## src/rtl/wb_port_arbiter.sv

```systemverilog
// Register-file write-port arbiter: shares the writeback port between the pipeline
// and a one-entry multiply/divide result buffer with bounded starvation.
module wb_port_arbiter #(
  parameter int DATA_W     = 32,
  parameter int ADDR_W     = 5,
  parameter int STARVE_MAX = 4
) (
  input  logic              Clk_in,
  input  logic              Rst,
  input  logic              RegWrite_in_WB,
  input  logic [ADDR_W-1:0] WriteReg_in_WB,
  input  logic [DATA_W-1:0] WriteData_in_WB,
  input  logic              md_valid,
  input  logic [ADDR_W-1:0] md_reg,
  input  logic [DATA_W-1:0] md_data,
  output logic              md_ready,
  output logic              RegWrite_out,
  output logic [ADDR_W-1:0] WriteReg_out,
  output logic [DATA_W-1:0] WriteData_out,
  output logic              Stall_out
);

  typedef enum logic [1:0] {
    ST_IDLE  = 2'd0,
    ST_HELD  = 2'd1,
    ST_FORCE = 2'd2
  } state_t;

  localparam logic [3:0] STARVE_LIM = 4'(STARVE_MAX - 1);

  state_t            state_r;
  logic [3:0]        wcnt_r;
  logic [ADDR_W-1:0] buf_reg_r;
  logic [DATA_W-1:0] buf_data_r;

  logic              live_s;
  logic              hit_held_s;
  logic              hit_md_s;
  logic              handshake_s;
  logic              sel_buf_s;
  logic [ADDR_W-1:0] sel_reg_s;

  function automatic logic addr_nonzero(input logic [ADDR_W-1:0] a);
    return (a != {ADDR_W{1'b0}});
  endfunction

  assign live_s      = RegWrite_in_WB && addr_nonzero(WriteReg_in_WB);
  assign hit_held_s  = live_s && (WriteReg_in_WB == buf_reg_r);
  assign hit_md_s    = live_s && (WriteReg_in_WB == md_reg);
  assign handshake_s = md_valid && md_ready;

  // Port selection, handshake readiness and stall; all gated off while in reset.
  always_comb begin
    sel_buf_s = 1'b0;
    md_ready  = 1'b0;
    Stall_out = 1'b0;
    case (state_r)
      ST_IDLE: begin
        md_ready = Rst;
      end
      ST_HELD: begin
        sel_buf_s = !live_s;
      end
      ST_FORCE: begin
        sel_buf_s = 1'b1;
        Stall_out = Rst;
      end
      default: begin
        sel_buf_s = 1'b0;
      end
    endcase
    sel_reg_s     = sel_buf_s ? buf_reg_r : WriteReg_in_WB;
    WriteReg_out  = sel_reg_s;
    WriteData_out = sel_buf_s ? buf_data_r : WriteData_in_WB;
    if (sel_buf_s) begin
      RegWrite_out = Rst && addr_nonzero(sel_reg_s);
    end else begin
      RegWrite_out = Rst && live_s;
    end
  end

  // Arbitration state, starvation counter and the one-entry result buffer.
  always_ff @(posedge Clk_in or negedge Rst) begin
    if (!Rst) begin
      state_r    <= ST_IDLE;
      wcnt_r     <= 4'd0;
      buf_reg_r  <= {ADDR_W{1'b0}};
      buf_data_r <= {DATA_W{1'b0}};
    end else begin
      case (state_r)
        ST_IDLE: begin
          // A same-cycle pipeline write to md_reg is younger and supersedes the result.
          if (handshake_s && addr_nonzero(md_reg) && !hit_md_s) begin
            buf_reg_r  <= md_reg;
            buf_data_r <= md_data;
            wcnt_r     <= 4'd0;
            state_r    <= ST_HELD;
          end else begin
            state_r <= ST_IDLE;
          end
        end
        ST_HELD: begin
          if (!live_s || hit_held_s) begin
            wcnt_r  <= 4'd0;
            state_r <= ST_IDLE;
          end else if (wcnt_r == STARVE_LIM) begin
            wcnt_r  <= wcnt_r + 4'd1;
            state_r <= ST_FORCE;
          end else begin
            wcnt_r  <= wcnt_r + 4'd1;
            state_r <= ST_HELD;
          end
        end
        ST_FORCE: begin
          wcnt_r  <= 4'd0;
          state_r <= ST_IDLE;
        end
        default: begin
          wcnt_r  <= 4'd0;
          state_r <= ST_IDLE;
        end
      endcase
    end
  end

endmodule

```

## config.mk

```make
export PLATFORM = sky130hd
export DESIGN_NAME = wb_port_arbiter
export DESIGN_NICKNAME = d
export VERILOG_FILES = /design/src/rtl/wb_port_arbiter.sv
export SDC_FILE = /design/constraint.sdc
export NUM_CORES = 1
export LEC_CHECK = 0
export CELL_PAD_IN_SITES_DETAIL_PLACEMENT = 1
export CELL_PAD_IN_SITES_GLOBAL_PLACEMENT = 1
export CORE_MARGIN = 1
export CORE_UTILIZATION = 32
export DETAILED_ROUTE_END_ITERATION = 10
export PLACE_DENSITY = 0.81
export REMOVE_ABC_BUFFERS = 1
export SYNTH_ARGS = -nofsm -noshare
export SYNTH_HDL_FRONTEND = slang
export SYNTH_SLANG_ARGS = --single-unit
export TNS_END_PERCENT = 100
```

## constraint.sdc

```tcl
create_clock -name Clk_in -period 2.3 [get_ports Clk_in]
set_input_delay 0.23 -clock Clk_in [delete_from_list [all_inputs] [get_ports Clk_in]]
set_output_delay 0.23 -clock Clk_in [all_outputs]
set_load 0.01 [all_outputs]
```

---- Word-level counts from Yosys, hierarchy flattened ----
Cells that the tools add are included.
W data, S select, Z words.
storage, ports and cells
  bits in registers ....................... 43
  input bits .............................. 78
  output and inout port bits .............. 40
  word-level logic and storage cells ...... 40
cells by class
  add/subtract/negate cells ............... 1
  equality and inequality tests ........... 6
  muxes and demuxes ....................... 13
  reduce and logical (&&, ||, !) cells .... 16
operators with widths
  cell                   number
  $mux W32               1
  $reduce_bool A5 Y1     3
  $eq A5 B5 Y1           2
  $logic_and A1 B1 Y1    8
  $mux W4                2
  $pmux W4 S2            1
  $mux W5                1
  $add A4 B1 Y4 const B  1
  $eq A4 B2 Y1 const B   1
  $mux W1                4
  $mux W2                2
  $pmux W2 S2            1
  $eq A2 B1 Y1 const B   1
  $eq A2 B2 Y1 const B   1
  $logic_not A1 Y1       2
  $logic_not A2 Y1       1
  $ne A2 B2 Y1 const B   1
  $pmux W1 S2            1
  $reduce_and A2 Y1      1
  $logic_or A1 B1 Y1     1

---- Logic depth before layout (Yosys ltp) ----
Gate-level depths: netlist of run 1.
  word-level depth ........................ 8
  depth in mapped cells ................... 8
  depth with buffers taken out ............ 7

---- Worst setup path before layout of run 1 ----
Ideal clock, no wire load.
  path kind ............................... input to output
  start ................................... in WriteReg_in_WB[3]
  end ..................................... out WriteData_out[10]
  arrival time ............................ 1.780 ns
  data required time ...................... 2.070 ns
  setup slack ............................. 0.290 ns
  stages .................................. 7
  path buffers ............................ 2
  cell sequence ........................... or4_1 o21ai_2 a21oi_2 nor2b_2 buf_6 buf_12 mux2_4
between the ends
  longest elaborated chain between the ends .. 5
RTL lines
  item                 line  source
  start, declared      11    input logic [ADDR_W-1:0] WriteReg_in_WB,
  $reduce_bool A5 Y1   44    return (a != {ADDR_W{1'b0}});
  $logic_and A1 B1 Y1  47    assign live_s = RegWrite_in_WB && addr_nonzero(WriteReg_in_WB);
  $logic_not A1 Y1     62    sel_buf_s = !live_s;
  $pmux W1 S2          57    case (state_r)
  $mux W32             74    WriteData_out = sel_buf_s ? buf_data_r : WriteData_in_WB;
  end, declared        19    output logic [DATA_W-1:0] WriteData_out,
Every way passes these cells.

---- Worst setup path in the final report of run 1 ----
  start ................................... in WriteReg_in_WB[3]
  end ..................................... out WriteReg_out[0]
between the ends
  longest elaborated chain between the ends .. 5
RTL lines
  item                 line  source
  $reduce_bool A5 Y1   44
  $logic_and A1 B1 Y1  47
  $logic_not A1 Y1     62
  $pmux W1 S2          57
  $mux W5              72    sel_reg_s = sel_buf_s ? buf_reg_r : WriteReg_in_WB;
  end, declared        18    output logic [ADDR_W-1:0] WriteReg_out,
Every way passes these cells.

==> qor.yml, run 1 <==
status:
  outcome: "finished with violations"
  violations: "negative setup slack"
yosys:
  postSynthCellCount: 179
  syn-cell-area_um2: 2511
  ys_top_cells_by_area: "dfrtp_1 43%, mux2_2 20%, mux2_4 18%"
  ys_warn_count: 0
  avgSynthCellArea_um2: 14.03
  ys_ff_latch: 43
  yosysSeqAreaShare_pct: 42.85
  synth_top_area_share_pct: 42.85
  synthArstFlopShare_pct: 100.0
  synth_enable_flop_cells: 0
  synth_top_cell_by_area: "dfrtp_1"
  synth_flop_cell: "dfrtp_1"
  ys_types: 32
global_routing:
  grt_pass1_vias: 2242
  grt_pass1_wl_mm: 12.01
  grt_usage_pct: 18.66
  grt_max_degree: 24
  antenna_found_initial: 0
  grt-ovfl-total: 0
sta:
  slew_headroom_pct: 59.96
  final.setup.worst_slack_ns: -0.005034
  max_freq_ghz: 0.4338
  report.final.hold_viol_count: 0
  min_period_ns: 2.305
  worst_clock_skew_ns: 0.006761
  setup_viol: 6
  fin_crit_sh_pct: 100.2
  tightest_slew_ns: 0.6007
  slew_violations: 0
  rsz0062_at_grt: "true"
power:
  powerDensity_nw_per_um2: 561.3
  vdd_drop_max_mv: 0.3037
  power.leakage_nw: 1.816
critical_path:
  worstPathArrival_ns: 2.08
  crit_chain: "buf_6, or4_4, o21ai_4, a21oi_2, nor2b_4, buf_12, buf_12, buf_16, mux2_4, buf_6"
  worstSetupPathDepth: 10
  critPathMaxFanout: 6
  path_buf_inv: 5
  crit_required_ns: 2.07
  ff2ff_path_depth: 7
  critPathTopFamily: "simple AND/OR/NAND/NOR gates"
  regToRegSetupSlack_ns: 0.46
  cp-end-kind: "output port"
  critPathSlowestCell: "or4_4"
  slowest_delay_ns: 0.54
  crit_type: "in -> out"
  cp-start-kind: "primary input"
clock_network:
  h-tree-depth: 2
  cts_tree: "built"
  cts_buffers: 5
  clockRootBuffer: "clkbuf_8"
  clk_latency_ns: 0.29
  clock_path_buffers: 2
  numClockSinks: 43
  clkTransAtPathRegs_ns: 0.08
drt:
  dr.pass1.iters: 4
  wl_per_cell_um: 17.19
  drc: 0
  avgViaCountPerCell: 4.682
  ant_nets: 0
  dr.first_iter.drc_count: 42
  vias: 1985
  drt-total-wl_mm: 7.287
finish:
  fin_util_pct: 55.63
  syn2layout_area_growth_pct: 64.13
  nFillCells: 778
  drive_above_1_share_pct: 49.85
  final_cell_mix: "74 x clkdlybuf4s50_1, 44 x mux2_2, 43 x dfrtp_1"
  seq_area_um2: 1076
  finalNetCount: 406
  multi_input_area_um2: 1384
  antennaDiodeCount: 0
  layout_commonest_cell: "clkdlybuf4s50_1"
job:
  max-cap-violations: 0
placement:
  place_congestion: 0.7389
  hpwl_mm: 5.144
  port_buffers: 117
  pre_cts_ws_ns: -0.6438
floorplan:
  rows: 31
  core_um2: 7408
  io_pins: 118
  die_w_um: 90.59
  start_util_pct: 33.90
  die_h_um: 90.59
  die-area_um2: 8206
hold_path:
  min_path_type: "in -> async"
[routing by layer]
layer,track usage (%),vias to the layer above,share of wire [%]
met4,3.495,0,0.52
met2,31.50,66,50
met5,0,-,0
li1,-,933,-
met3,5.051,4,6.4
met1,23.93,982,43
[sequential cells by signal, summed over array words and instances, names as in the netlist]
name and cells:
buf_reg_r 5, state_r 2, wcnt_r 4, buf_data_r 32
[synth_stat cells, types with 2 or more instances]
cell     count
mux2_2      44
dfrtp_1     43
mux2_4      30
xnor2_1      7
inv_1        6
ha_1         4
nand2_1      4
buf_12       3
buf_2        3
xor2_1       3
a21oi_1      2
a22o_1       2
a32o_1       2
and2_1       2
buf_6        2
nand3_1      2
nor2_1       2
nor3_1       2
o21ai_0      2
or4_1        2
[where the power goes]
group          switching (mW)  total, mW  internal [mW]
Sequential              0.110       1.04          0.926
Combinational           0.266      0.763          0.497
Clock                   0.240      0.514          0.274
[stage by stage]
step	cell area, µm²	power (mW)	TNS, ns	cells	hold slack [ns]
floorplan	2414	1.398	-53.78	171	-0.06559
global placement	3895	1.761	-22.52	404	0.2680
detailed placement	3895	1.788	-24.51	404	0.2732
CTS	4073	2.324	-0.02145	422	0.4944
global route	4121	2.449	-0.4859	424	0.5068
finish	4121	2.313	-0.01949	424	0.4955
[layout make-up]
type | instances | share of cell area, %
Timing Repair Buffer | 146 | 34.34
Clock buffer | 8 | 2.429
Inverter | 6 | 0.5464
Multi-Input combinational cell | 122 | 33.58
Sequential cell | 43 | 26.11
Tap cell | 99 | 3.005
[kinds of logic after synthesis]
family	share of synthesized area [%]
adder cells (fa/ha/maj)	1.993
flip-flops	42.85
buffers and inverters	4.783
XOR/XNOR	3.488
AND/OR/NAND/NOR	3.936
AO/OA/AOI/OAI	4.883
multiplexers	38.07
[worst min-delay path, delay by kind of cell]
kind / cells / cell delay [ns]
buf+inv: 3 / 0.95
[what timing repair did]
action / CTS / global route
endpoints found under the hold margin: 20 / 0
endpoints found under the setup margin: 38 / 37
buffers inserted: 5 / 3
hold buffers: 1 / 0
resized for setup: 180 / 11
pin swaps: 3 / 5
gates cloned: 4 / 0
[final timing paths]
| check | startpoint | to |
|---|---|---|
| worst max-delay path | WriteReg_in_WB[3] | WriteReg_out[0] |
| worst min-delay path | Rst | buf_data_r[22] |
| worst max register to register | state_r[1] | buf_data_r[21] |
| worst min register to register | wcnt_r[3] | state_r[1] |
| max in group asynchronous | Rst | buf_data_r[6] |
| min in group Clk_in | wcnt_r[3] | state_r[1] |
(Power assumes the default switching activity.)
==> run 2, diff against run 1 <==
--- a/config.mk
+++ b/config.mk
@@ -5,7 +5,7 @@
 export SDC_FILE = /design/constraint.sdc
 export NUM_CORES = 1
 export LEC_CHECK = 0
-export CELL_PAD_IN_SITES_DETAIL_PLACEMENT = 1
+export CELL_PAD_IN_SITES_DETAIL_PLACEMENT = 0
 export CELL_PAD_IN_SITES_GLOBAL_PLACEMENT = 1
 export CORE_MARGIN = 1
 export CORE_UTILIZATION = 32
==> constraint.sdc (replaced) <==
create_clock -name Clk_in -period 2.3 [get_ports Clk_in]
set_input_delay 0.46 -clock Clk_in [delete_from_list [all_inputs] [get_ports Clk_in]]
set_output_delay 0.46 -clock Clk_in [all_outputs]
set_load 0.01 [all_outputs]
==> qor.yml, run 2 (same netlist as run 1, synthesis figures left out) <==
sta:
  slew_violations: 0
  max_freq_ghz: 0.3583
  worst_clock_skew_ns: 0.003906
  timing.hold.ws_ns: 0.3193
  report.final.hold_viol_count: 0
  fin_crit_sh_pct: 121.3
  tightest_slew_ns: 0.5085
  min_period_ns: 2.791
  setup_viol: 39
  slew_headroom_pct: 66.10
  final.setup.worst_slack_ns: -0.4908
  rsz0062_at_grt: "true"
drt:
  vias: 2022
  drc: 0
  drt-total-wl_mm: 6.844
  dr.first_iter.drc_count: 81
  ant_nets: 0
  avgViaCountPerCell: 4.595
  wl_per_cell_um: 15.55
  dr.pass1.iters: 4
placement:
  port_buffers: 117
  hpwl_mm: 4.535
  post_dp_cell_area_um2: 3925
  place_congestion: 0.7409
clock_network:
  clkTransAtPathRegs_ns: 0.08
  clockRootBuffer: "clkbuf_8"
  clock_path_buffers: 2
  clk_latency_ns: 0.29
  h-tree-depth: 2
  numClockSinks: 43
  cts_buffers: 5
  cts_tree: "built"
finish:
  finalNetCount: 422
  nFillCells: 626
  fin_area_um2: 4342
  layout_commonest_cell: "clkdlybuf4s50_1"
  final_cell_mix: "72 x clkdlybuf4s50_1, 43 x dfrtp_1, 37 x mux2_4, 37 x mux2_2, 34 x buf_6"
  largest_reg_flops: 32
  top_register: "buf_data_r"
  antennaDiodeCount: 0
  syn2layout_area_growth_pct: 72.89
  largest_registers: "buf_data_r (32), buf_reg_r (5), wcnt_r (4)"
  drive_above_1_share_pct: 51.61
hold_path:
  min_path_type: "in -> async"
global_routing:
  grt-ovfl-total: 0
  grt_pass1_vias: 2184
  grt_max_degree: 41
  grt_pass1_wl_mm: 11.12
  grt_usage_pct: 16.87
  antenna_found_initial: 0
floorplan:
  die_w_um: 90.59
  io_pins: 118
  die_h_um: 90.59
  core_um2: 7408
  rows: 31
  die-area_um2: 8206
  start_util_pct: 33.90
critical_path:
  critPathTopFamily: "simple AND/OR/NAND/NOR gates"
  regToRegSetupSlack_ns: 0.32
  critPathSlowestCell: "or4_4"
  cp-start-kind: "primary input"
  crit_chain: "buf_6, or4_4, o21ai_4, a21oi_2, nor2b_4, buf_4, buf_12, mux2_4, clkdlybuf4s15_2"
  slowest_delay_ns: 0.54
  crit_required_ns: 1.84
  critPathMaxFanout: 5
  path_buf_inv: 4
  cp-end-kind: "output port"
  crit_type: "in -> out"
  worstPathArrival_ns: 2.33
power:
  vdd_drop_max_mv: 0.3117
  power.leakage_nw: 1.955
  powerDensity_nw_per_um2: 544.8
  finalPower_mw: 2.365
job:
  max-cap-violations: 0
status:
  violations: "negative setup slack"
  outcome: "finished with violations"
==> run 2: final timing paths <==
| kind | startpoint | depth (start not counted) | end |
|---|---|---|---|
| min | Rst | 2 | buf_reg_r[0] |
| max reg2reg | state_r[0] | 9 | wcnt_r[3] |
| max | WriteReg_in_WB[3] | 9 | WriteData_out[13] |
| min reg2reg | wcnt_r[3] | 1 | state_r[1] |
| min in group Clk_in | wcnt_r[3] | 1 | state_r[1] |
| max in group asynchronous | Rst | 2 | buf_reg_r[1] |
==> run 2: layout make-up <==
cell class                 count  area (µm²)  area share (%)
sequential                    43        1076           24.78
multi-input combinational    122        1386           31.93
inverter                       6       22.52          0.5187
clock buffer                   8       100.1           2.305
tap                           99       123.9           2.853
timing repair buffer         162        1633           37.61
==> run 2: worst register-to-register path, delay by kind of cell, from the launching register on <==
family / cells / cell delay, ns
and+or+nand+nor: 1 / 0.19
adders and majority gates: 1 / 0.26
AOI/OAI and AO/OA: 4 / 0.67
DFF: 1 / 0.39
buffers and inverters: 3 / 0.36
==> run 2: report_power, final <==
group / total (mW) / internal (mW) / switching (mW)
clock: 0.525 / 0.274 / 0.251
combinational: 0.806 / 0.534 / 0.271
sequential: 1.03 / 0.925 / 0.109
total: 2.37 / 1.73 / 0.631
==> run 2: through the flow <==
stage | cells | utilization [%] | worst slack, ns | setup TNS, ns
global placement | 408 | 52.98 | -1.072 | -49.49
CTS | 434 | 58.54 | -0.5722 | -18.68
detailed placement | 408 | 52.98 | -1.086 | -50.45
floorplan | 171 | - | -1.349 | -80.46
finish | 440 | 58.61 | -0.4908 | -15.74
global route | 440 | 58.61 | -0.5584 | -18.54
==> run 2: repair_timing <==
item | in CTS | in global routing
hold buffers | 1 | 0
setup endpoints to repair | 38 | 80
buffers inserted | 13 | 11
pin swaps | 4 | 5
gates cloned | 4 | 1
gates resized for setup | 168 | 44
endpoints found under the hold margin | 3 | 0
==> run 2: metal layers <==
layer	vias up	GRT usage (%)	wire length, µm
met4	0	3.226	53
met3	6	4.882	454
li1	964	-	-
met2	70	27.21	3344
met1	982	22.52	2991
met5	-	0	0
==> run 3, diff against run 2 <==
--- a/config.mk
+++ b/config.mk
@@ -5,10 +5,11 @@
 export SDC_FILE = /design/constraint.sdc
 export NUM_CORES = 1
 export LEC_CHECK = 0
-export CELL_PAD_IN_SITES_DETAIL_PLACEMENT = 0
-export CELL_PAD_IN_SITES_GLOBAL_PLACEMENT = 1
+export CELL_PAD_IN_SITES_DETAIL_PLACEMENT = 1
+export CELL_PAD_IN_SITES_GLOBAL_PLACEMENT = 2
 export CORE_MARGIN = 1
-export CORE_UTILIZATION = 32
+export CORE_UTILIZATION = 26
+export CTS_BUF_LIST = sky130_fd_sc_hd__clkbuf_16
 export DETAILED_ROUTE_END_ITERATION = 10
 export PLACE_DENSITY = 0.81
 export REMOVE_ABC_BUFFERS = 1
==> qor.yml, run 3 (same netlist as run 1, synthesis figures left out) <==
floorplan:
  die-area_um2: 10060
  io_pins: 118
  rows: 35
  core_um2: 9284
  die_h_um: 100.3
  die_w_um: 100.3
  start_util_pct: 27.05
finish:
  top_register: "buf_data_r"
  finalNetCount: 416
  drive_above_1_share_pct: 50.45
  largest_reg_flops: 32
  nFillCells: 981
  layout_commonest_cell: "clkdlybuf4s50_1"
  multi_input_area_um2: 1370
  largest_registers: "buf_data_r (32), buf_reg_r (5), wcnt_r (4)"
  fin_area_um2: 4479
  antennaDiodeCount: 0
  final_cell_mix: "68 x clkdlybuf4s50_1, 45 x buf_6, 43 x dfrtp_1"
  seq_area_um2: 1076
  syn2layout_area_growth_pct: 78.38
job:
  max-cap-violations: 0
global_routing:
  grt_usage_pct: 15.54
  use_met2_pct: 27.87
  use_met1_pct: 18.07
  busiest_layer: "met2"
  antenna_found_initial: 0
  grt-ovfl-total: 0
  grt_pass1_wl_mm: 12.03
  grt_pass1_vias: 2398
  grt_max_degree: 27
  globalRouteMet3Util_pct: 5.223
power:
  powerDensity_nw_per_um2: 572.5
  p_int_mw: 1.879
  switching_share_pct: 26.73
  vdd_drop_max_mv: 0.2694
  finalPower_mw: 2.564
  power.leakage_nw: 2.023
  p_switching_mw: 0.6854
  seq_power_share_pct: 40.4
  pwr-share-clk_pct: 27.2
  power_frac_comb_pct: 32.4
drt:
  ant_nets: 0
  drc: 0
  dr.pass1.iters: 3
  vias: 2031
  wl_per_cell_um: 16.16
  dr.first_iter.drc_count: 39
  drt-total-wl_mm: 7.500
  avgViaCountPerCell: 4.377
sta:
  min_period_ns: 2.765
  fin_crit_sh_pct: 120.2
  final.setup.worst_slack_ns: -0.4650
  report.final.hold_viol_count: 0
  timing.hold.ws_ns: 0.01321
  worst_clock_skew_ns: 0.008033
  tightest_slew_ns: 0.3563
  setup_viol: 38
  rsz0062_at_grt: "true"
  slew_headroom_pct: 76.25
  max_freq_ghz: 0.3617
  fin_tns_setup_ns: -15.84
  slew_violations: 0
clock_network:
  clock_path_buffers: 2
  h-tree-depth: 2
  clkTransAtPathRegs_ns: 0.06
  clk_latency_ns: 0.28
  cts_tree: "built"
  cts_buffers: 5
  numClockSinks: 43
  clockRootBuffer: "clkbuf_16"
critical_path:
  crit_required_ns: 1.84
  reg2reg_from: "state_r[0]"
  critPathMaxFanout: 6
  r2r_end: "wcnt_r[3]"
  cp-start-kind: "primary input"
  cp-end-kind: "output port"
  crit_path_end: "WriteReg_out[3]"
  regToRegSetupSlack_ns: 0.42
  worstPathArrival_ns: 2.31
  ff2ff_path_depth: 8
  crit_type: "in -> out"
  crit_start: "WriteReg_in_WB[1]"
status:
  outcome: "finished with violations"
  violations: "negative setup slack"
placement:
  hpwl_mm: 5.184
  port_buffers: 117
  place_congestion: 0.7912
  pre_cts_ws_ns: -1.161
  post_dp_cell_area_um2: 3973
hold_path:
  min_path_type: "in -> async"
[run 3: how the worst min path moves through the flow]
stage / startpoint / end / slack, ns / depth (start not counted)
after detailed placement: Rst / state_r[0] / 0.30 / 1
after global placement: Rst / state_r[0] / 0.30 / 1
after global routing: Rst / state_r[1] / 0.01 / 1
after CTS: Rst / state_r[1] / 0.01 / 1
final: Rst / state_r[1] / 0.01 / 1
after floorplan: Rst / buf_data_r[0] / 0.16 / 0
[run 3: metal layers]
layer  part of all wire [%]  up-vias
met5                      0        -
met1                     39     1007
met4                   0.59        0
li1                       -      949
met2                     52       69
met3                    7.8        6
[run 3: area by class of cell]
class                      instances  share of cell area [%]
clock buffer                       5                   2.793
clock inverter                     3                  0.3631
inverter                           6                  0.5028
multi-input combinational        122                   30.59
sequential                        43                   24.02
tap                              129                   3.603
timing repair buffer             156                   38.13
[run 3: repair_timing]
| action | in CTS | in global routing |
|---|---|---|
| setup buffers | 8 | 3 |
| gates cloned | 4 | 1 |
| pin swaps | 4 | 4 |
| hold buffers | 0 | 0 |
| endpoints found under the setup margin | 74 | 74 |
| gates resized for setup | 228 | 9 |
[run 3: critical path, cell delays in order]
cell and delay (ns):
buf_6 0.10, or4_4 0.54, o21ai_4 0.17, a21oi_2 0.09, nor2b_4 0.16, buf_12 0.12, buf_8 0.11, buf_12 0.13
mux2_4 0.31, buf_6 0.12
[run 3: power groups by stage]
stage | clock [mW] | sequential (mW) | combinational [mW]
5_1_grt | 0.744 | 1.06 | 0.899
2_1_floorplan | 0 | 1.01 | 0.389
3_3_place_gp | 0 | 1.04 | 0.732
6_report | 0.696 | 1.04 | 0.831
4_1_cts | 0.716 | 1.04 | 0.829
3_5_place_dp | 0 | 1.05 | 0.748
[run 3: metrics by stage]
stage	util, %	std cells
after global routing	48.25	464
after CTS	47.75	461
after floorplan	-	171
after global placement	42.79	441
after detailed placement	42.79	441
final	48.25	464
==> edit: new RTL, flow settings as in run 2 <==
The parameter `ADDR_W` goes from 5 to 4.
--- a/src/rtl/wb_port_arbiter.sv
+++ b/src/rtl/wb_port_arbiter.sv
@@ -2,7 +2,7 @@
 // and a one-entry multiply/divide result buffer with bounded starvation.
 module wb_port_arbiter #(
   parameter int DATA_W     = 32,
-  parameter int ADDR_W     = 5,
+  parameter int ADDR_W     = 4,
   parameter int STARVE_MAX = 4
 ) (
   input  logic              Clk_in,
Interface: changed (resized WriteReg_in_WB, WriteReg_out and md_reg); port bits go from 118 to 115. The function was not compared with the original's and may differ.
==> edit against run 2 <==
- the run still ends with setup timing left
- largest cell class unchanged
- combinational power up 7.4%
- design area down 1.7%
- synthesized area about the same
- clock power down 4.2%
- wire length down 2.3%
- setup slack better by 0.27 ns
- total power up 1.7%
- critical endpoint is now WriteReg_out[2]
- global-route usage down 0.30 points
- sequential cell count down 1
- critical path type unchanged
==> edit: results (changes against run 2) <==
** Clock tree
- The maximum clock path buffer count is 2 (unchanged).
- The buffer count from post-CTS setup fixing came to 6 (was 13).
- Count of hold-fix buffers inserted at cts :: 0 (was 1)
- The clock insertion delay at the later pin of the skew report is 0.29 ns (about the same).
- The number of H-tree branching levels came to 2 (unchanged).
- The number of gates resized after CTS came to 180 (was 168).

** Placed design
- Count of input and output buffers :: 114 (was 117)
- The detailed-placement wirelength estimate was 4.61 mm (was 4.54 mm).
- The post-placement cell area came to 0.00385 mm² (was 0.00393 mm²).
- Routability congestion estimate :: 0.758 (was 0.741)

** STA
- Maximum clock skew at final layout :: 0.0114 ns (was 0.00391 ns)
- The post-route worst setup slack came to -0.221 ns (was -0.491 ns).
- Final setup fails :: 36 (was 39)
- Tightest Pin Transition :: 0.395 ns (was 0.509 ns)

** Drt
- Initial DRC Count :: 79 (was 81)
- The number of vias after detailed routing came to 1960 (was 2022).
- The average routed wire per standard cell came to 16.0 µm (was 15.6 µm).

** Synth
- Proportion of synthesized chip area in sequential cells :: 0.419 (was 0.429)
- Number of distinct library cells after synthesis :: 36 (was 32)
- The adder-cell share of the synthesized area was 0.0199 (about the same).
- Post-synth top cells: 42 x sky130_fd_sc_hd__dfrtp_1, 29 x sky130_fd_sc_hd__mux2_1, 29 x sky130_fd_sc_hd__mux2_4 (was 44 x sky130_fd_sc_hd__mux2_2, 43 x sky130_fd_sc_hd__dfrtp_1, 30 x sky130_fd_sc_hd__mux2_4).
- The share of synthesized area spent on multiplexers was 0.374 (was 0.381).
- The xor-xnor portion of the synthesized cell area came to 0.0279 (was 0.0349).
- Complex-gate fraction of the synthesized area :: 0.0459 (was 0.0488)
- Top post-synthesis cells by area :: sky130_fd_sc_hd__dfrtp_1 42%, sky130_fd_sc_hd__mux2_4 17%, sky130_fd_sc_hd__mux2_1 13% (was sky130_fd_sc_hd__dfrtp_1 43%, sky130_fd_sc_hd__mux2_2 20%, sky130_fd_sc_hd__mux2_4 18%)

** Layout
- Registers with the highest flip-flop counts: buf_data_r x32, buf_reg_r x4, wcnt_r x4 (was buf_data_r x32, buf_reg_r x5, wcnt_r x4).
- The share of final-layout standard cells stronger than drive strength 1 is 0.488 (was 0.516).
- The net total in the final layout was 399 (was 422).

** Global route
- The maximum number of pins on one net before global-route repair was 30 (was 41).
- Global-route wire length before repair :: 10.8 mm (was 11.1 mm)

** Setup path
- Critical path fanouts, max :: 6 (was 5)
- Reg-to-reg setup timing slack :: 0.50 ns (was 0.32 ns)
- The delay of the slowest critical-path stage is 0.45 ns (was 0.54 ns).
- The endpoint arrival time on the critical path came to 2.06 ns (was 2.33 ns).
- The kind of cell adding the most delay to the critical path is buffers and inverters (was simple AND/OR/NAND/NOR gates).
- Worst path slowest cell :: sky130_fd_sc_hd__o41ai_4 (was sky130_fd_sc_hd__or4_4)

** Power
- P_leak :: 1.95 nW (about the same)
- The worst ir drop on vdd was 272 µV (was 312 µV).
- Total net switching power :: 0.652 mW (was 0.631 mW)

** Status
- Failing checks: setup timing (unchanged).
- Outcome :: complete, but fails checks (unchanged)
edit: per-layer routing:
metal,GRT usage,share of wire
met1,0.222,0.46
met2,0.278,0.48
met3,0.0370,0.058
met4,0.0242,0
met5,0,0
edit: power groups by stage:
stage                     sequential [mW]  clock, mW  combinational, mW
after global placement               1.04          0              0.753
after global routing                 1.06      0.553              0.927
after detailed placement             1.04          0              0.769
final                                1.04      0.503              0.866
after CTS                            1.03      0.519              0.806
after floorplan                     0.998          0              0.435
edit: through the flow:
stage	setup WS [ns]	setup TNS (ns)	instances	hold slack, ns
floorplan	-1.28	-61.18	172	0.164
global placement	-0.848	-34.39	403	0.473
detailed placement	-0.851	-35.59	403	0.472
CTS	-0.237	-6.26	421	0.157
global route	-0.273	-8.03	419	0.165
finish	-0.221	-6.07	419	0.158
edit: cell families (layout without fill, tap and decap cells):
kind of cell / count (synthesis) / count (layout)
muxes: 74 / 74
DFF: 42 / 42
and+or+nand+nor: 24 / 24
AOI/OAI and AO/OA: 15 / 15
buffers and inverters: 14 / 153
xor gates and xnor gates: 8 / 8
adders and majority gates: 4 / 4
edit: final cells by class:
| type | instances | area, µm² |
|---|---|---|
| fill | 614 | 3140 |
| sequential | 42 | 1050 |
| multi-input combinational | 125 | 1490 |
| inverter | 5 | 18.8 |
| clock buffer | 7 | 86.3 |
| tap | 99 | 124 |
| clock inverter | 1 | 5.00 |
| timing repair buffer | 140 | 1490 |
edit: final timing paths:
kind,startpoint,to,cells after the start
setup / recovery,WriteReg_in_WB[3],WriteReg_out[2],9
hold / removal,Rst,state_r[1],2
setup reg to reg,state_r[0],buf_data_r[31],7
hold reg to reg,buf_data_r[5],buf_data_r[5],1
max in group asynchronous,Rst,buf_data_r[5],2
min in group Clk_in,buf_data_r[5],buf_data_r[5],1
